`src/rtl/i2c_bit_controller_if.sv`:
```
// I2C bit controller bundle: command/response handshake plus
// open-drain pad levels and enables.
interface i2c_bit_controller_if;
  logic       cmd_valid;
  logic       cmd_ready;
  logic [1:0] cmd_code;
  logic       cmd_wdata;
  logic       rsp_valid;
  logic       rsp_rdata;
  logic       arb_lost;
  logic       bus_busy;
  logic       scl_in;
  logic       sda_in;
  logic       scl_oe;
  logic       sda_oe;

  modport master (
    output cmd_valid, cmd_code, cmd_wdata,
    output scl_in, sda_in,
    input  cmd_ready, rsp_valid, rsp_rdata,
    input  arb_lost, bus_busy,
    input  scl_oe, sda_oe
  );

  modport slave (
    input  cmd_valid, cmd_code, cmd_wdata,
    input  scl_in, sda_in,
    output cmd_ready, rsp_valid, rsp_rdata,
    output arb_lost, bus_busy,
    output scl_oe, sda_oe
  );
endinterface

```
`src/rtl/i2c_bit_controller.sv`:
```
// I2C bit sequencer: one START/STOP/WRITE/READ primitive per command,
// quarter-bit phases, clock stretching and arbitration-loss detection.
module i2c_bit_controller #(
  parameter int CLK_DIV_QUARTER = 250,
  parameter int SYNC_STAGES     = 2
) (
  input logic                 clock_in,
  input logic                 reset_n,
  i2c_bit_controller_if.slave bus
);

  localparam logic [1:0] C_START = 2'b00;
  localparam logic [1:0] C_STOP  = 2'b01;
  localparam logic [1:0] C_WRITE = 2'b10;
  localparam logic [15:0] LAST =
    16'(CLK_DIV_QUARTER - 1);

  if (CLK_DIV_QUARTER < 4 ||
      CLK_DIV_QUARTER > 65535) begin : g_bad_div
    $error("CLK_DIV_QUARTER out of range");
  end
  if (SYNC_STAGES < 2 ||
      SYNC_STAGES > 3) begin : g_bad_sync
    $error("SYNC_STAGES out of range");
  end

  typedef enum logic [1:0] {
    S_IDLE,
    S_RUN,
    S_DONE
  } state_t;

  state_t      r_state, w_state;
  logic [1:0]  r_phase, w_phase;
  logic [15:0] r_cnt, w_cnt;
  logic [1:0]  r_code, w_code;
  logic        r_wdata, w_wdata;
  logic        r_lost, w_lost;
  logic        r_scl_oe, w_scl_oe;
  logic        r_sda_oe, w_sda_oe;
  logic        r_rsp_valid, w_rsp_valid;
  logic        r_rdata, w_rdata;
  logic        r_arb, w_arb;
  logic        r_busy, w_busy;
  logic [SYNC_STAGES-1:0] r_scl_sync;
  logic [SYNC_STAGES-1:0] r_sda_sync;
  logic        w_scl, w_sda;
  logic        w_ready, w_accept, w_tick;

  // Returns {scl_oe, sda_oe}; a lost bit releases both lines in Q3.
  function automatic logic [1:0] f_drive(
    input logic [1:0] code,
    input logic [1:0] ph,
    input logic       wd,
    input logic       lost
  );
    logic scl;
    logic sda;
    scl = (ph == 2'd0) || (ph == 2'd3);
    sda = 1'b0;
    unique case (1'b1)
      code == C_START: sda = ph[1];
      code == C_STOP: begin
        scl = (ph == 2'd0);
        sda = (ph != 2'd3);
      end
      code == C_WRITE: sda = ~wd;
      default: sda = 1'b0;
    endcase
    if (lost && ph == 2'd3) begin
      scl = 1'b0;
      sda = 1'b0;
    end
    return {scl, sda};
  endfunction

  assign w_scl    = r_scl_sync[SYNC_STAGES-1];
  assign w_sda    = r_sda_sync[SYNC_STAGES-1];
  assign w_ready  = (r_state != S_RUN);
  assign w_accept = bus.cmd_valid & w_ready;
  assign w_tick   = (r_cnt == LAST);

  always_comb begin
    w_state     = r_state;
    w_phase     = r_phase;
    w_cnt       = r_cnt;
    w_code      = r_code;
    w_wdata     = r_wdata;
    w_lost      = r_lost;
    w_scl_oe    = r_scl_oe;
    w_sda_oe    = r_sda_oe;
    w_rsp_valid = 1'b0;
    w_rdata     = r_rdata;
    w_arb       = r_arb;
    w_busy      = r_busy;
    unique case (r_state)
      S_IDLE, S_DONE: begin
        w_state = S_IDLE;
        if (w_accept) begin
          w_state = S_RUN;
          w_phase = 2'd0;
          w_cnt   = 16'd0;
          w_code  = bus.cmd_code;
          w_wdata = bus.cmd_wdata;
          w_lost  = 1'b0;
          {w_scl_oe, w_sda_oe} = f_drive(
            bus.cmd_code, 2'd0,
            bus.cmd_wdata, 1'b0);
          if (bus.cmd_code == C_START) begin
            w_busy = 1'b1;
            w_arb  = 1'b0;
          end
        end
      end
      S_RUN: begin
        // Q1 stays at count 0 until SCL is really high.
        if (r_phase == 2'd1 && !w_scl) begin
          w_cnt = 16'd0;
        end else if (!w_tick) begin
          w_cnt = r_cnt + 16'd1;
        end else begin
          w_cnt = 16'd0;
          if (r_phase == 2'd3) begin
            w_state     = S_DONE;
            w_rsp_valid = 1'b1;
            if (r_code == C_STOP) w_busy = 1'b0;
          end else begin
            w_phase = 2'(r_phase + 2'd1);
            if (r_phase == 2'd2) begin
              w_rdata = w_sda;
              if (r_code == C_WRITE &&
                  r_wdata && !w_sda) begin
                w_lost = 1'b1;
                w_arb  = 1'b1;
                w_busy = 1'b0;
              end
            end
            {w_scl_oe, w_sda_oe} = f_drive(
              r_code, w_phase, r_wdata, w_lost);
          end
        end
      end
      default: w_state = S_IDLE;
    endcase
  end

  always_ff @(posedge clock_in or negedge reset_n) begin
    if (!reset_n) begin
      r_state     <= S_IDLE;
      r_phase     <= 2'd0;
      r_cnt       <= 16'd0;
      r_code      <= 2'd0;
      r_wdata     <= 1'b0;
      r_lost      <= 1'b0;
      r_scl_oe    <= 1'b0;
      r_sda_oe    <= 1'b0;
      r_rsp_valid <= 1'b0;
      r_rdata     <= 1'b0;
      r_arb       <= 1'b0;
      r_busy      <= 1'b0;
      r_scl_sync  <= '1;
      r_sda_sync  <= '1;
    end else begin
      r_state     <= w_state;
      r_phase     <= w_phase;
      r_cnt       <= w_cnt;
      r_code      <= w_code;
      r_wdata     <= w_wdata;
      r_lost      <= w_lost;
      r_scl_oe    <= w_scl_oe;
      r_sda_oe    <= w_sda_oe;
      r_rsp_valid <= w_rsp_valid;
      r_rdata     <= w_rdata;
      r_arb       <= w_arb;
      r_busy      <= w_busy;
      r_scl_sync  <= {r_scl_sync[SYNC_STAGES-2:0],
                      bus.scl_in};
      r_sda_sync  <= {r_sda_sync[SYNC_STAGES-2:0],
                      bus.sda_in};
    end
  end

  assign bus.cmd_ready = w_ready;
  assign bus.rsp_valid = r_rsp_valid;
  assign bus.rsp_rdata = r_rdata;
  assign bus.arb_lost  = r_arb;
  assign bus.bus_busy  = r_busy;
  assign bus.scl_oe    = r_scl_oe;
  assign bus.sda_oe    = r_sda_oe;

endmodule

```
`src/flat_wrapper.sv`:
```
// flat-port wrapper written by rule: the top's interface ports become plain ports
module i2c_bit_controller_flat 
#(
  parameter int CLK_DIV_QUARTER = 250,
  parameter int SYNC_STAGES     = 2
)
  (clock_in, reset_n, bus_cmd_valid, bus_cmd_code, bus_cmd_wdata, bus_scl_in, bus_sda_in, bus_cmd_ready, bus_rsp_valid, bus_rsp_rdata, bus_arb_lost, bus_bus_busy, bus_scl_oe, bus_sda_oe);
  i2c_bit_controller_if bus_i ();
  input logic clock_in;
  input logic reset_n;
  input wire logic [$bits(bus_i.cmd_valid)-1:0] bus_cmd_valid;
  input wire logic [$bits(bus_i.cmd_code)-1:0] bus_cmd_code;
  input wire logic [$bits(bus_i.cmd_wdata)-1:0] bus_cmd_wdata;
  input wire logic [$bits(bus_i.scl_in)-1:0] bus_scl_in;
  input wire logic [$bits(bus_i.sda_in)-1:0] bus_sda_in;
  output wire logic [$bits(bus_i.cmd_ready)-1:0] bus_cmd_ready;
  output wire logic [$bits(bus_i.rsp_valid)-1:0] bus_rsp_valid;
  output wire logic [$bits(bus_i.rsp_rdata)-1:0] bus_rsp_rdata;
  output wire logic [$bits(bus_i.arb_lost)-1:0] bus_arb_lost;
  output wire logic [$bits(bus_i.bus_busy)-1:0] bus_bus_busy;
  output wire logic [$bits(bus_i.scl_oe)-1:0] bus_scl_oe;
  output wire logic [$bits(bus_i.sda_oe)-1:0] bus_sda_oe;
  assign bus_i.cmd_valid = bus_cmd_valid;
  assign bus_i.cmd_code = bus_cmd_code;
  assign bus_i.cmd_wdata = bus_cmd_wdata;
  assign bus_i.scl_in = bus_scl_in;
  assign bus_i.sda_in = bus_sda_in;
  assign bus_cmd_ready = bus_i.cmd_ready;
  assign bus_rsp_valid = bus_i.rsp_valid;
  assign bus_rsp_rdata = bus_i.rsp_rdata;
  assign bus_arb_lost = bus_i.arb_lost;
  assign bus_bus_busy = bus_i.bus_busy;
  assign bus_scl_oe = bus_i.scl_oe;
  assign bus_sda_oe = bus_i.sda_oe;
  i2c_bit_controller #(.CLK_DIV_QUARTER(CLK_DIV_QUARTER), .SYNC_STAGES(SYNC_STAGES)) u_core (.clock_in(clock_in), .reset_n(reset_n), .bus(bus_i));
endmodule
```
`config.mk`:
```
export PLATFORM = sky130hd
export DESIGN_NAME = i2c_bit_controller_flat
export DESIGN_NICKNAME = d
export VERILOG_FILES = /design/src/rtl/i2c_bit_controller_if.sv /design/src/rtl/i2c_bit_controller.sv /design/src/flat_wrapper.sv
export SDC_FILE = /design/constraint.sdc
export NUM_CORES = 1
export LEC_CHECK = 0
export BUFFER_PORTS_ARGS = -buffer_cell sky130_fd_sc_hd__buf_2
export CAP_MARGIN = 20
export CELL_PAD_IN_SITES_DETAIL_PLACEMENT = 0
export CELL_PAD_IN_SITES_GLOBAL_PLACEMENT = 2
export CORE_ASPECT_RATIO = 0.6
export CORE_MARGIN = 2
export CORE_UTILIZATION = 28
export CTS_BUF_LIST = sky130_fd_sc_hd__clkbuf_4 sky130_fd_sc_hd__clkbuf_8 sky130_fd_sc_hd__clkbuf_16
export CTS_CLUSTER_DIAMETER = 150
export DETAILED_ROUTE_END_ITERATION = 6
export MAX_ROUTING_LAYER = met4
export PLACE_DENSITY = 0.68
export SLEW_MARGIN = 10
export SYNTH_ARGS = -nofsm -noshare
export SYNTH_HDL_FRONTEND = slang
export SYNTH_SLANG_ARGS = --single-unit
```
`constraint.sdc`:
```
create_clock -name clock_in -period 2.2 [get_ports clock_in]
set_input_delay 0.11 -clock clock_in [delete_from_list [all_inputs] [get_ports clock_in]]
set_output_delay 0.11 -clock clock_in [all_outputs]
set_load 0.01 [all_outputs]
```
# == Yosys cells after proc, flatten, opt, wreduce, memory -nomap -nowiden ==
# Index checks and enable logic that the tools add are counted.
# totals
regBits,34
latchBits,0
mem_bits_rw,0
mem_bits_ro,0
output_inout_bits,7
memories,0
# classes
add_sub_neg,2
n_mul,0
div_mod_pow,0
n_lt_le_gt_ge,0
n_eq_ne,24
n_shift,0
n_mux,61
bitwise,5
n_reduce_logical,20
# op_table
op,count
$mux 16,3
$mux 1,41
$pmux 16 s2,1
$add 16x1->16 const B,1
$eq 16x8->1 const B,1
$reduce_and 8->1,2
$mux 2,7
$ne 2x1->1 const B,7
$eq 2x2->1 const B,6
$pmux 1 s2,6
$reduce_and 5->1,2
$eq 2x1->1 const B,4
$logic_not 2->1,4
$pmux 2 s2,2
$ne 2x2->1 const B,3
$ne 3x1->1 const B,2
$logic_and 1x1->1,4
$not 1->1,4
$reduce_and 2->1,2
$ne 3x3->1 const B,1
$pmux 1 s3,1
$reduce_and 3->1,1
$add 2x1->2 const B,1
$logic_not 1->1,2
other kinds (4),4

# == Logic depth before layout (Yosys ltp) ==
# Gate-level depths: netlist of run 1.
# logic_depth
depth_word,15
depth_mapped,7
mapped_depth_nobuf,6

# == Worst setup path after synthesis of run 1 ==
# No wires, ideal clock.
# synth_timing
path_kind,register to register
from,register u_core.r_cnt[8]
to,register u_core.r_scl_oe (netlist: u_core.bus.scl_oe)
setup_time_ns,0.136
t_arrival_ns,1.923
t_required_ns,2.064
slack_ns,0.141
stages_incl_launch_ff,6
n_path_buf,1
period_less_slack_ns,2.059
cell_sequence,dfrtp_1 -> or4_4 -> or4_4 -> buf_6 -> a221oi_2 -> a211oi_1
# synth_via
elab_chain_len,3
# synth_lines
item,line_no,text
start: declaration,i2c_bit_controller.sv:35,"logic [15:0] r_cnt, w_cnt;"
start signal: assignment,i2c_bit_controller.sv:166,r_cnt <= w_cnt;
$eq 16x8->1,i2c_bit_controller.sv:81,assign w_tick = (r_cnt == LAST);
$ne 2x1->1 (no line),-,
$reduce_and 5->1 (no line),-,
end signal: assignment,i2c_bit_controller.sv:170,r_scl_oe <= w_scl_oe;
end: declaration,i2c_bit_controller.sv:39,"logic r_scl_oe, w_scl_oe;"
# No other way between the ends.
# A chain may end at the register's enable or synchronous reset.

# == Final worst setup path of run 1 ==
# layout_timing
from,register u_core.r_cnt[8]
to,register u_core.r_cnt[11]
# layout_via
elab_chain_len,4
# layout_lines
item,line_no,text
$add 16x1->16 / $eq 16x8->1 (equally long branches),"i2c_bit_controller.sv:120, i2c_bit_controller.sv:81",
$mux 16 *,i2c_bit_controller.sv:119,end else if (!w_tick) begin
$mux 16 *,i2c_bit_controller.sv:117,if (r_phase == 2'd1 && !w_scl) begin
$pmux 16 s2 *,i2c_bit_controller.sv:96,unique case (r_state)
# Mark *: on every way between the ends. The rest lies on a longest branch, timed or not.

==> results.sh, run 1 <==
export IMPL_status="finished, final reports clean"
export IMPL_chipWidth_um=112
export IMPL_syn_to_final_growth_pct=24.8
export IMPL_path_class="reg2reg"
export IMPL_fin_total_pwr_mw=1.44
export IMPL_viasPerCell=5.07
export IMPL_dr_total_vias=1688
export IMPL_relSlewSlack_pct=47.0
export IMPL_ioPinCount=15
export IMPL_synth_seq_area_share_pct=43.9
export IMPL_end_kind="flop"
export IMPL_clock_path_buffers=2
export IMPL_grt_max_degree=35
export IMPL_final_cells=333
export IMPL_grt_setup_unrepaired="no"
export IMPL_power_leakage_nw=1.07
export IMPL_skew_ps=5.61
export IMPL_clkSinkCount=34
export IMPL_peakVddDrop_mv=0.393
export IMPL_cts_made_buffers=5
export IMPL_worst_pin_slew_ps=794
export IMPL_final_layout_size_suffix_gt1_share_pct=20.7
export IMPL_drtPass1Iterations=4
export IMPL_synth_cells=207
export IMPL_synth_area_leader_cell="dfrtp_1"
export IMPL_worst_slack_ps=47.1
export IMPL_power_density_mw_per_mm2=590
export IMPL_fmax_ghz=0.464
export IMPL_drv_cap=0
export IMPL_wl_mm=5.42
export IMPL_dieHeight_um=68.7
export IMPL_wire_per_inst_um=16.3
export IMPL_die_area_mm2=0.00767
export IMPL_syn_area_mm2=0.00195
export IMPL_synth_nets=225
export IMPL_slew_viol_final=0
export IMPL_clk_transition_reported_paths_ps=60
export IMPL_hold_viol=0
export IMPL_diodes=0
export IMPL_first_iter_violations=102
export IMPL_overflow=0
export IMPL_whs_ps=43.4
export IMPL_place_ws_ps=48.7
export IMPL_crit_arrival_ps=2310
export IMPL_synth_flop_cell="dfrtp_1"
export IMPL_initial_core_util_pct=29.1
export IMPL_design_area_mm2=0.00243
export IMPL_ant_nets=0
export IMPL_port_buffers=14
export IMPL_cts_root_buf="clkbuf_16"
export IMPL_synth_area_leaders="dfrtp_1 38%, ha_1 6.4%, dfstp_2 5.4%, a31oi_1 3.8%, nand2_1 3.8%"
export IMPL_synthArstFlopShare_pct=100
export IMPL_hpwlAfterDp_mm=3.86
export IMPL_gp_congestion=0.789
export IMPL_dp_cells=321
export IMPL_finalCritPeriodShare_pct=97.9
export IMPL_nFillCells=683
export IMPL_fin_tns_setup_ps=0
export IMPL_fin_crit_ps=2150
export IMPL_synth_common_cells="30 x dfrtp_1, 20 x nand2_1, 14 x inv_1"
export IMPL_holdCritPathClass="in2reg"
export IMPL_ys_seq_elements=34
export IMPL_yosys_warnings=0
export IMPL_synth_most_common_cell="dfrtp_1"
export IMPL_core_area_mm2=0.00671
export IMPL_nNetsFinal=263
export IMPL_synth_edf_count=0
export IMPL_crit_path_max_fanout=10
export IMPL_post_route_util_pct=36.3
export IMPL_grt_usage_pct=15.4
export IMPL_start_kind="flop"
export IMPL_grt_pass1_wl_mm=8.67
export IMPL_yosysTopAreaCellShare_pct=38.5
export IMPL_placed_area_mm2=0.00224
export IMPL_yosysUniqueCellTypes=44
export IMPL_cp_data_required_time_ps=2350
export IMPL_rows=23
export IMPL_drc=0
export IMPL_synth_area_per_cell_um2=9.42
export IMPL_setup_viol=0
export IMPL_htree_levels=2
export IMPL_grt_antenna_before_repair=0
export IMPL_cts_tree="yes"
export IMPL_grt_pass1_vias=1568
export IMPL_insertion_delay_ps=280
flip-flops by register name (all words and copies together), names as in the netlist:
register / cells
u_core.r_phase: 2
u_core.bus.arb_lost: 1
u_core.bus.sda_oe: 1
u_core.bus.rsp_rdata: 1
u_core.r_code: 2
u_core.r_lost: 1
u_core.r_sda_sync: 2
u_core.r_cnt: 16
u_core.bus.scl_oe: 1
u_core.bus.rsp_valid: 1
u_core.r_wdata: 1
u_core.bus.bus_busy: 1
u_core.r_scl_sync: 2
u_core.r_state: 2
placed cells by master, fill, tap and decap left out, types with 3 or more instances in the layout:
master	n
dfrtp_1	30
nand2_1	20
buf_4	19
inv_1	14
buf_2	14
a31oi_1	12
nor2_1	11
nand3_1	10
ha_1	10
nand4_1	8
or3_1	6
o21ai_1	6
a21oi_1	6
or4_1	6
nor2b_1	5
nor3_1	5
o21ai_0	5
o211ai_1	5
clkbuf_16	5
nand2b_1	4
o31ai_1	4
dfstp_2	4
or4_4	3
nor3b_1	3
dlygate4sd3_1	3
area by class of cell:
type,count,area [µm²],share of cell area (%)
sequential,34,856,35.1
inverter,15,56.3,2.31
clock buffer,6,139,5.70
multi-input combinational,153,1020,41.9
tap,87,109,4.47
clock inverter,2,12.5,0.514
timing repair buffer,36,243,9.97
worst max-delay path: stages, from the launching register on:
cell     delay (ps)
dfrtp_1         390
or4_4           580
or4_4           660
a21oi_1         320
nor2_1           80
layer usage:
metal  GRT usage, %  vias up  part of all wire, %
met5              -        -                    0
met4           3.70        0                 0.74
met3           3.76        5                  6.0
met2           18.6       37                   34
met1           24.4      788                   59
li1               -      858                    -
logic make-up after synthesis:
| family | after synthesis | synth area share, % |
|---|---|---|
| buf+inv | 21 | 4.43 |
| flops | 34 | 43.9 |
| xor+xnor | 1 | 0.449 |
| fa+ha+maj | 10 | 6.41 |
| simple gates | 87 | 25.4 |
| mux | 3 | 1.67 |
| compound gates | 51 | 17.8 |
worst paths after layout:
path / start / endpoint / slack [ps] / depth (start not counted)
min in group asynchronous: reset_n / u_core.r_cnt[6]$_DFFE_PN0P_ / 460 / 2
worst max-delay path: u_core.r_cnt[8]$_DFFE_PN0P_ / u_core.r_cnt[11]$_DFFE_PN0P_ / 50 / 4
worst min-delay path: bus_cmd_wdata / u_core.r_wdata$_DFFE_PN0N_ / 40 / 3
max in group asynchronous: reset_n / u_core.r_cnt[12]$_DFFE_PN0P_ / 1240 / 2
worst min register to register: u_core.r_scl_sync[0]$_DFF_PN1_ / u_core.r_scl_sync[1]$_DFF_PN1_ / 360 / 0
worst max register to register: u_core.r_cnt[8]$_DFFE_PN0P_ / u_core.r_cnt[11]$_DFFE_PN0P_ / 50 / 4
repair_timing:
action	4_1_cts	5_1_grt
resized for setup	0	1
endpoints found under the setup margin	0	7
buffers inserted	0	0
hold buffers	3	0
endpoints found under the hold margin	32	0
power by group:
group | switching [mW] | internal, mW | total (mW)
clock | 0.281 | 0.448 | 0.729
sequential | 0.00952 | 0.641 | 0.651
combinational | 0.0328 | 0.0250 | 0.0579
Power figures use the tool's default switching activity.
==> run 2, diff against run 1 <==
MAX_ROUTING_LAYER = not set   (was met4)
==> run 2 against run 1 <==
Compared with the run above:
- register-to-register slack barely moved
- critical endpoint unchanged
- cell count did not move
- sequential power is essentially flat
- clock-buffer cell count did not move
- hold slack improved by 1.3 ps
- clock skew down 0.60 ps
- worst setup slack better by 4.0 ps
- via count is 0.89% higher
- fmax rose by 0.18%
- global-route usage decreased by 0.41 points
- design area did not move
- routed wire length increased by 0.17%
==> results.sh, run 2 (synthesis gave the netlist of run 1 again) <==
export IMPL_reg2reg_to="u_core.r_cnt[11]$_DFFE_PN0P_"
export IMPL_worstRegToRegCells=4
export IMPL_slew_viol_final=0
export IMPL_placed_area_mm2=0.00224
export IMPL_grt_usage_pct=15.0
export IMPL_ant_nets=0
export IMPL_mostFrequentLayoutCells="30 x dfrtp_1, 20 x nand2_1, 19 x buf_4"
export IMPL_grt_pass1_wl_mm=8.67
export IMPL_mostFrequentLayoutCell="dfrtp_1"
export IMPL_slowest_stage="or4_4"
export IMPL_grt_max_degree=35
export IMPL_syn_to_final_growth_pct=24.8
export IMPL_start_kind="flop"
export IMPL_relSlewSlack_pct=47.5
export IMPL_cts_made_buffers=5
export IMPL_worst_pin_slew_ps=787
export IMPL_wl_mm=5.43
export IMPL_clkSinkCount=34
export IMPL_crit_path_max_fanout=10
export IMPL_rows=23
export IMPL_ioPinCount=15
export IMPL_insertion_delay_ps=280
export IMPL_p_int_mw=1.11
export IMPL_crit_arrival_ps=2300
export IMPL_fmax_ghz=0.465
export IMPL_power_density_mw_per_mm2=590
export IMPL_crit_cells=4
export IMPL_path_class="reg2reg"
export IMPL_skew_ps=5.01
export IMPL_nNetsFinal=263
export IMPL_holdPathStages=3
export IMPL_cp_data_required_time_ps=2350
export IMPL_sw_frac_of_total_pct=22.4
export IMPL_core_area_mm2=0.00671
export IMPL_chipWidth_um=112
export IMPL_nFillCells=683
export IMPL_setup_viol=0
export IMPL_post_route_util_pct=36.3
export IMPL_critPathLaunch="u_core.r_cnt[8]$_DFFE_PN0P_"
export IMPL_place_ws_ps=48.7
export IMPL_dieHeight_um=68.7
export IMPL_hpwlAfterDp_mm=3.86
export IMPL_drc=0
export IMPL_power_switching_mw=0.322
export IMPL_cts_tree="yes"
export IMPL_grt_antenna_before_repair=0
export IMPL_final_layout_size_suffix_gt1_share_pct=20.7
export IMPL_status="finished, final reports clean"
export IMPL_peakVddDrop_mv=0.393
export IMPL_seqPwrFrac_pct=45.3
export IMPL_clock_path_buffers=2
export IMPL_cts_root_buf="clkbuf_16"
export IMPL_drtPass1Iterations=4
export IMPL_whs_ps=44.7
export IMPL_clk_transition_reported_paths_ps=60
export IMPL_critPathMaxStageDelay_ps=670
export IMPL_die_area_mm2=0.00767
export IMPL_initial_core_util_pct=29.1
export IMPL_diodes=0
export IMPL_port_buffers=14
export IMPL_largest_register="u_core.r_cnt"
export IMPL_dr_total_vias=1703
export IMPL_path_cells="or4_4 > or4_4 > a21oi_1 > nor2_1"
export IMPL_fin_tns_setup_ps=0
export IMPL_crit_buf_inv=0
export IMPL_power_leakage_nw=1.07
export IMPL_r2r_setup_slack_ps=50
export IMPL_overflow=0
export IMPL_holdCritPathClass="in2reg"
export IMPL_drv_cap=0
export IMPL_hold_viol=0
export IMPL_r2r_start="u_core.r_cnt[8]$_DFFE_PN0P_"
export IMPL_worst_slack_ps=51.0
export IMPL_first_iter_violations=116
export IMPL_crit_top_cell="or4_4"
export IMPL_finalCritPeriodShare_pct=97.7
export IMPL_grt_setup_unrepaired="no"
export IMPL_wire_per_inst_um=16.3
export IMPL_crit_end="u_core.r_cnt[11]$_DFFE_PN0P_"
export IMPL_cp_top_family="simple AND/OR/NAND/NOR gates"
export IMPL_viasPerCell=5.11
export IMPL_end_kind="flop"
export IMPL_multiInputGateArea_mm2=0.00102
export IMPL_largest_reg_flops=16
export IMPL_power_frac_comb_pct=4.0
export IMPL_grt_pass1_vias=1568
export IMPL_gp_congestion=0.779
export IMPL_htree_levels=2
export IMPL_fin_crit_ps=2150
export IMPL_pwr_share_clk_pct=50.7
export IMPL_design_area_mm2=0.00243
export IMPL_seqCellArea_um2=856
==> run 2: cell counts in the layout (fill, tap and decap cells not counted) <==
Identical to the previous run, type by type.
==> run 2: area by class of cell <==
| cell class | count | share of cell area, % |
|---|---|---|
| clock buffers | 6 | 5.70 |
| clock inverters | 2 | 0.514 |
| inverters | 15 | 2.31 |
| multi-input cells | 153 | 41.9 |
| flip-flops and latches | 34 | 35.1 |
| well taps | 87 | 4.47 |
| repair buffers | 36 | 9.97 |
==> run 2: power groups by stage <==
stage                     clock network [mW]  logic, mW  registers (mW)
after floorplan                            0     0.0218           0.660
after global placement                     0     0.0556           0.661
after detailed placement                   0     0.0546           0.661
after CTS                              0.741     0.0588           0.650
after global routing                   0.774     0.0671           0.652
final                                  0.728     0.0577           0.651
==> run 2: what timing repair did <==
| action | CTS | global route |
|---|---|---|
| setup endpoints to repair | 0 | 7 |
| gates resized for setup | 0 | 1 |
| buffers inserted | 0 | 0 |
| endpoints found under the hold margin | 32 | 0 |
| hold buffers | 3 | 0 |
==> run 2: routing by layer <==
metal | vias to the layer above | part of all wire (%) | wire length [µm] | GRT usage, %
met5 | - | 0 | 0 | 0
met4 | 0 | 0.74 | 40 | 3.70
met3 | 5 | 6.4 | 350 | 3.76
met2 | 43 | 34 | 1870 | 18.5
met1 | 797 | 58 | 3170 | 24.6
li1 | 858 | - | - | -
==> run 2: tightest hold or removal path, cell delays in order <==
cell and delay [ps]:
buf_2 90, nand2_1 40, nand2_1 50
==> run 2: worst min-delay path by stage <==
stage | start | to | slack [ps]
floorplan | reset_n | u_core.bus.arb_lost$_DFFE_PN0P_ | -190
global placement | bus_scl_in | u_core.r_scl_sync[0]$_DFF_PN1_ | 220
detailed placement | bus_scl_in | u_core.r_scl_sync[0]$_DFF_PN1_ | 220
CTS | bus_cmd_wdata | u_core.r_wdata$_DFFE_PN0N_ | 50
global route | bus_cmd_wdata | u_core.r_wdata$_DFFE_PN0N_ | 70
finish | bus_cmd_wdata | u_core.r_wdata$_DFFE_PN0N_ | 40
==> run 2: through the flow <==
stage	std cells	power [mW]
after detailed placement	321	0.716
after global routing	333	1.49
after global placement	321	0.717
after floorplan	207	0.682
final	333	1.44
after CTS	332	1.45
